$ cat src/rtl/sec_tick_gen.sv
// Seconds time base: debounced run enable, TICK_HZ strobe and blink wave.
// Define SEC_TICK_FAST_SIM_EN to force DIV=10, DB_CYC=4 for short sims.
module sec_tick_gen #(
   parameter int unsigned CLK_HZ      = 50000000,
   parameter int unsigned TICK_HZ     = 1,
   parameter int unsigned DEBOUNCE_MS = 10
) (
   input  logic i_clk,
   input  logic i_rst_n,
   input  logic i_switch,
   output logic o_en,
   output logic o_en_rise,
   output logic o_tick,
   output logic o_blink
);

`ifdef SEC_TICK_FAST_SIM_EN
   localparam longint unsigned DIV    = 10;
   localparam longint unsigned DB_CYC = 4;
`else
   localparam longint unsigned DIV    = 64'(CLK_HZ) / 64'(TICK_HZ);
   localparam longint unsigned DB_CYC =
      (64'(CLK_HZ) / 64'd1000) * 64'(DEBOUNCE_MS);
`endif

   localparam int DIV_W = (DIV > 1) ? $clog2(DIV) : 1;
   localparam int DB_W  = (DB_CYC > 1) ? $clog2(DB_CYC) : 1;

   localparam logic [DIV_W-1:0] PRE_LAST = DIV_W'(DIV - 1);
   localparam logic [DIV_W-1:0] PRE_HALF = DIV_W'(DIV / 2 - 1);
   localparam logic [DB_W-1:0]  DB_LAST  = DB_W'(DB_CYC - 1);

   generate
      if (DIV < 4 || (DIV % 2) != 0 || DB_CYC < 1) begin : gBadParams
         $error("sec_tick_gen: DIV must be even and >= 4, DB_CYC >= 1");
      end
   endgenerate

   logic             sync1;
   logic             swSync;
   logic [DB_W-1:0]  dbCnt;
   logic [DIV_W-1:0] presc;
   logic             en;
   logic             enNext;
   logic             dbDone;
   logic             isLast;
   logic             isHalf;
   logic             enRise;
   logic             tick;
   logic             blink;

   assign dbDone = (swSync != en) && (dbCnt == DB_LAST);
   assign enNext = dbDone ? swSync : en;
   assign isLast = (presc == PRE_LAST);
   assign isHalf = (presc == PRE_HALF);

   // Tick and blink look at enNext so nothing fires on the edge o_en drops.
   always_ff @(posedge i_clk or negedge i_rst_n) begin
      if (!i_rst_n) begin
         sync1  <= 1'b0;
         swSync <= 1'b0;
         dbCnt  <= '0;
         en     <= 1'b0;
         enRise <= 1'b0;
         presc  <= '0;
         tick   <= 1'b0;
         blink  <= 1'b0;
      end else begin
         sync1  <= i_switch;
         swSync <= sync1;
         if (swSync == en || dbDone) begin
            dbCnt <= '0;
         end else begin
            dbCnt <= dbCnt + DB_W'(1);
         end
         en     <= enNext;
         enRise <= dbDone && swSync;
         if (!en || isLast) begin
            presc <= '0;
         end else begin
            presc <= presc + DIV_W'(1);
         end
         tick <= en && enNext && isLast;
         if (!enNext) begin
            blink <= 1'b0;
         end else if (en && (isHalf || isLast)) begin
            blink <= ~blink;
         end
      end
   end

   assign o_en      = en;
   assign o_en_rise = enRise;
   assign o_tick    = tick;
   assign o_blink   = blink;

endmodule

$ cat config.mk
export PLATFORM = sky130hd
export DESIGN_NAME = sec_tick_gen
export DESIGN_NICKNAME = d
export VERILOG_FILES = /design/src/rtl/sec_tick_gen.sv
export SDC_FILE = /design/constraint.sdc
export NUM_CORES = 1
export LEC_CHECK = 0
export CORE_UTILIZATION = 47
export CTS_CLUSTER_DIAMETER = 200
export CTS_CLUSTER_SIZE = 8
export DETAILED_ROUTE_END_ITERATION = 10
export GPL_ROUTABILITY_DRIVEN = 0
export HOLD_SLACK_MARGIN = 0.06
export SLEW_MARGIN = 20
export SYNTH_ARGS = -nofsm -noshare
export SYNTH_HDL_FRONTEND = slang
export SYNTH_SLANG_ARGS = --single-unit
$ cat constraint.sdc
create_clock -name i_clk -period 3 [get_ports i_clk]
set_input_delay 0.6 -clock i_clk [delete_from_list [all_inputs] [get_ports i_clk]]
set_output_delay 0.6 -clock i_clk [all_outputs]
set_load 0.01 [all_outputs]
== Word level (Yosys, flattened, before mapping) ==
Index checks and enable logic that the tools add are counted.

* Mux-type cells: 5
* Eq/ne operators: 6
* $add $sub $neg: 2
* Bitwise operators: 1
* Reduce and logical (&&, ||, !) cells: 9

{| class="wikitable"
|+ Operators with widths
! kind !! count
|-
| $add 26x1->26 const B || 1
|-
| $eq 26x25->1 const B || 1
|-
| $eq 26x26->1 const B || 1
|-
| $mux 26 || 1
|-
| $add 19x1->19 const B || 1
|-
| $eq 19x19->1 const B || 1
|-
| $mux 19 || 1
|-
| $logic_and 1x1->1 || 5
|-
| $logic_or 1x1->1 || 3
|-
| $mux 1 || 3
|-
| $ne 2x1->1 const B || 1
|-
| $eq 1x1->1 || 1
|-
| $logic_not 1->1 || 1
|-
| $ne 1x1->1 || 1
|-
| $not 1->1 || 1
|}

* Input port bits: 3
* Logic and storage cells: 31
* Register bits after elaboration: 51
* Output and inout bits: 4

== Depth between registers and ports, before layout ==
* Depth after elaboration: 5
* Gate-level depth with buffers: 8
* Depth with buffers taken out: 6

== Least setup slack after synthesis ==
OpenSTA, ideal clock, no wires.

* Kind: reg-to-reg
* Start point: register presc[10]
* End point: register blink, in the netlist o_blink
* Stages on the path, launching flop included: 6
* Data arrival time: 1,605 ps
* Buffers on the path: 0
* Required time: 2,880 ps
* Clock period less this slack: 1,725 ps
* Library setup time: 120 ps
* Slack: 1,275 ps
* Path through: dfrtp_1 nor4_2 nand4_1 o22ai_1 mux2_1 and3_1

* Longest elaborated chain between the ends: 4
* Elaborated cells on any way between the ends: 5
* Classes of those cells: eq/ne (3); reduce/logical (2)

{| class="wikitable"
|+ Ends and longest elaborated chain
! what !! RTL line !! source
|-
| start: declaration || 42 || <nowiki>logic [DIV_W-1:0] presc;</nowiki>
|-
| start signal: assignment || 81 || <nowiki>presc <= presc + DIV_W'(1);</nowiki>
|-
| $eq 26x25->1 / $eq 26x26->1 (equally long branches) || 55, 54 ||
|-
| $logic_or 1x1->1 (*) || 86 || <nowiki>end else if (en && (isHalf || isLast)) begin</nowiki>
|-
| $logic_and 1x1->1 (*) || 86 ||
|-
| $ne 2x1->1 (no source line) (*) || - ||
|-
| end signal: assignment || 87 || <nowiki>blink <= ~blink;</nowiki>
|-
| end: declaration || 50 || <nowiki>logic blink;</nowiki>
|}

Mark *: on every way between the ends. The rest lies on a longest branch, timed or not.
A chain may end at the register's enable or synchronous reset.

== Worst setup path in the final report ==
* Start point: register dbCnt[0]
* End point: register dbCnt[2]

* Longest elaborated chain between the ends: 4
* Elaborated cells on any way between the ends: 5
* Classes of those cells: add/sub (1); eq/ne (1); mux (1); reduce/logical (2)

{| class="wikitable"
|+ Ends and longest elaborated chain
! what !! RTL line !! source
|-
| start: declaration || 41 || <nowiki>logic [DB_W-1:0] dbCnt;</nowiki>
|-
| start signal: assignment || 74 || <nowiki>dbCnt <= dbCnt + DB_W'(1);</nowiki>
|-
| parallel branches: the longest is 3 deep, another holds $add 19x1->19 || - ||
|-
| $mux 19 (*) || 71 || <nowiki>if (swSync == en || dbDone) begin</nowiki>
|}

Mark *: on every way between the ends.

==> impl_metrics.tcl <==
set metrics [dict create \
    synthMostInstantiatedCell "dfrtp_1" \
    fmax_ghz 0.484 \
    die_area_mm2 0.00581 \
    power.density_mw_per_mm2 438 \
    fp.dieW_um 76.2 \
    async_flop_share_pct 100 \
    drt_drc_violations_left 0 \
    drt-total-wl_um 4660 \
    num-nets-final 269 \
    rows 26 \
    path_class "reg2reg" \
    critPathRequiredTime_ps 3160 \
    setup_viol 0 \
    worst_ir_drop_vdd_mv 0.344 \
    rsz0062_at_grt "no" \
    yosysSeqAreaShare_pct 49.3 \
    drv_cap 0 \
    grt_pass1_wl_um 8440 \
    r2r_start "dbCnt[0]$_DFF_PN0_" \
    cts_tree "yes" \
    root_buffer "clkbuf_8" \
    viasPerCell 5.41 \
    placed_cells 327 \
    antenna_found_initial 0 \
    min_path_type "in2async" \
    core-area_mm2 0.00520 \
    netlist_top_cells_area "dfrtp_1, nor2_1, xnor2_1" \
    final_antenna_net_count 0 \
    crit_path_start "dbCnt[0]$_DFF_PN0_" \
    finalCriticalPeriod_ps 2070 \
    synthFlopType "dfrtp_1" \
    synth.largest_area_cell "dfrtp_1" \
    cts_hold_buffers 0 \
    hold_viol_final 0 \
    synth_top_cell_area_share_pct 49.3 \
    p_total_uw 1230 \
    fin_skew_ps 17.4 \
    vias 1811 \
    drt_pass1_iterations 6 \
    leakagePower_uw 0.00111 \
    clk_latency_ps 310 \
    r2r_cells 6 \
    r2r_slack_ps 930 \
    synth_nets 263 \
    wl_per_cell_um 13.9 \
    slew_violations 0 \
    die_y_um 76.2 \
    critical_path_arrival_ps 2230 \
    areaGrowthSynthToFinish_pct 8.26 \
    grt_pass1_vias 1718 \
    fin_tns_setup_ps 0 \
    synth.ff_latch_count 51 \
    slew_headroom_pct 57.8 \
    rr_endpoint "dbCnt[2]$_DFF_PN0_" \
    grt_max_degree 30 \
    synth_edf_count 0 \
    min_period_over_period_pct 68.9 \
    dp.final_hpwl_um 3180 \
    numCtsBuffers 5 \
    clk_pin_slew_ps 100 \
    cts.sinks 51 \
    synth.yosys.warnings 0 \
    status "finished clean" \
    drtIter0Drc 86 \
    io_pins 7 \
    avgSynthCellArea_um2 10.0 \
    final_area_mm2 0.00280 \
    cts-resized-gates 0 \
    crit_fanout 18 \
    tightest_slew_ps 634 \
    grtUsageTotal_pct 18.2 \
    placed_area_mm2 0.00268 \
    synthCells 258 \
    io_buffers 6 \
    cp-start-kind "flip-flop" \
    h-tree-depth 2 \
    initial_core_util_pct 49.8 \
    ys_types 38 \
    drive_gt1_share_pct 9.06 \
    synthTopCellsByCount "dfrtp_1, nor2_1, xnor2_1" \
    syn-cell-area_mm2 0.00259 \
    grt_overflow 0 \
    cts_setup_buffers 0 \
    final_cells 335 \
    cp-end-kind "flip-flop" \
    whs_ps 255 \
    antenna_cells 0 \
    clockBufferDepth 2 \
]
[where the power goes]
part / switching, uW / total (uW) / internal [uW]
sequential: 4.34 / 696 / 691
combinational: 20.2 / 26.5 / 6.36
clock: 230 / 505 / 275
[registers in the layout, indices dropped and copies added, names as in the netlist]
signal,count
sync1,1
o_tick,1
o_en_rise,1
presc,26
o_blink,1
swSync,1
dbCnt,19
o_en,1
[worst max-delay path: stages, from the launching register on]
cell     delay (ps)
dfrtp_1         400
ha_1            240
and4_1          270
nand2_1         110
nor2_1          230
or2_1           560
nor2_1          120
[cell type report]
cell class	instances	area, um^2
fillers	498	2400
flip-flops and latches	51	1280
multi-input cells	192	1230
well taps	70	87.6
clock buffers	6	82.6
repair buffers	8	70.1
clock inverters	2	38.8
inverters	6	22.5
[cells in the final DEF (no fill, tap or decap), types with 2 or more instances in the layout]
cell / instances
a21oi_1: 4
nor4b_1: 4
xor2_1: 18
nor4_2: 5
dfrtp_1: 51
ha_1: 2
and3_1: 8
nor2_1: 48
xnor2_1: 20
nor3_1: 6
nor4_1: 3
o21ai_0: 4
or3_1: 6
and4_1: 6
inv_1: 6
buf_4: 2
clkdlybuf4s50_1: 5
nand3_1: 13
clkbuf_8: 6
and2_1: 2
nand4_1: 9
nand2_1: 19
[cells by family (layout without fill, tap and decap cells)]
logic type                 count (synthesis)  after routing  share of synthesized area, %
AOI/OAI and AO/OA                         11             11                          2.42
xor gates and xnor gates                  38             38                          12.9
adders and majority gates                  2              2                         0.966
buffers and inverters                     15             22                          3.38
DFF                                       51             51                          49.3
muxes                                      2              2                         0.870
and+or+nand+nor                          139            139                          30.2
[worst max path at each step]
stage / to / slack, ps / cells past startpoint
6_report: dbCnt[2]$_DFF_PN0_ / 930 / 6
3_3_place_gp: presc[21]$_DFF_PN0_ / 1020 / 5
4_1_cts: dbCnt[2]$_DFF_PN0_ / 930 / 6
5_1_grt: dbCnt[14]$_DFF_PN0_ / 680 / 6
2_1_floorplan: o_blink$_DFFE_PN0P_ / 1270 / 5
3_5_place_dp: dbCnt[2]$_DFF_PN0_ / 950 / 6
[per-layer routing]
metal	routed length [um]	vias to the layer above	global-route usage (%)
met5	0	-	0
li1	-	892	-
met4	37	0	6.73
met2	1920	22	24.7
met1	2570	892	28.1
met3	137	5	3.83
[metrics by stage]
step / setup WS, ps / util (%)
after floorplan: 1270 / -
after global placement: 1020 / 51.5
after detailed placement: 946 / 51.5
after CTS: 926 / 53.9
after global routing: 680 / 53.9
final: 934 / 53.9
No activity file was read; power rests on OpenSTA's default activity.
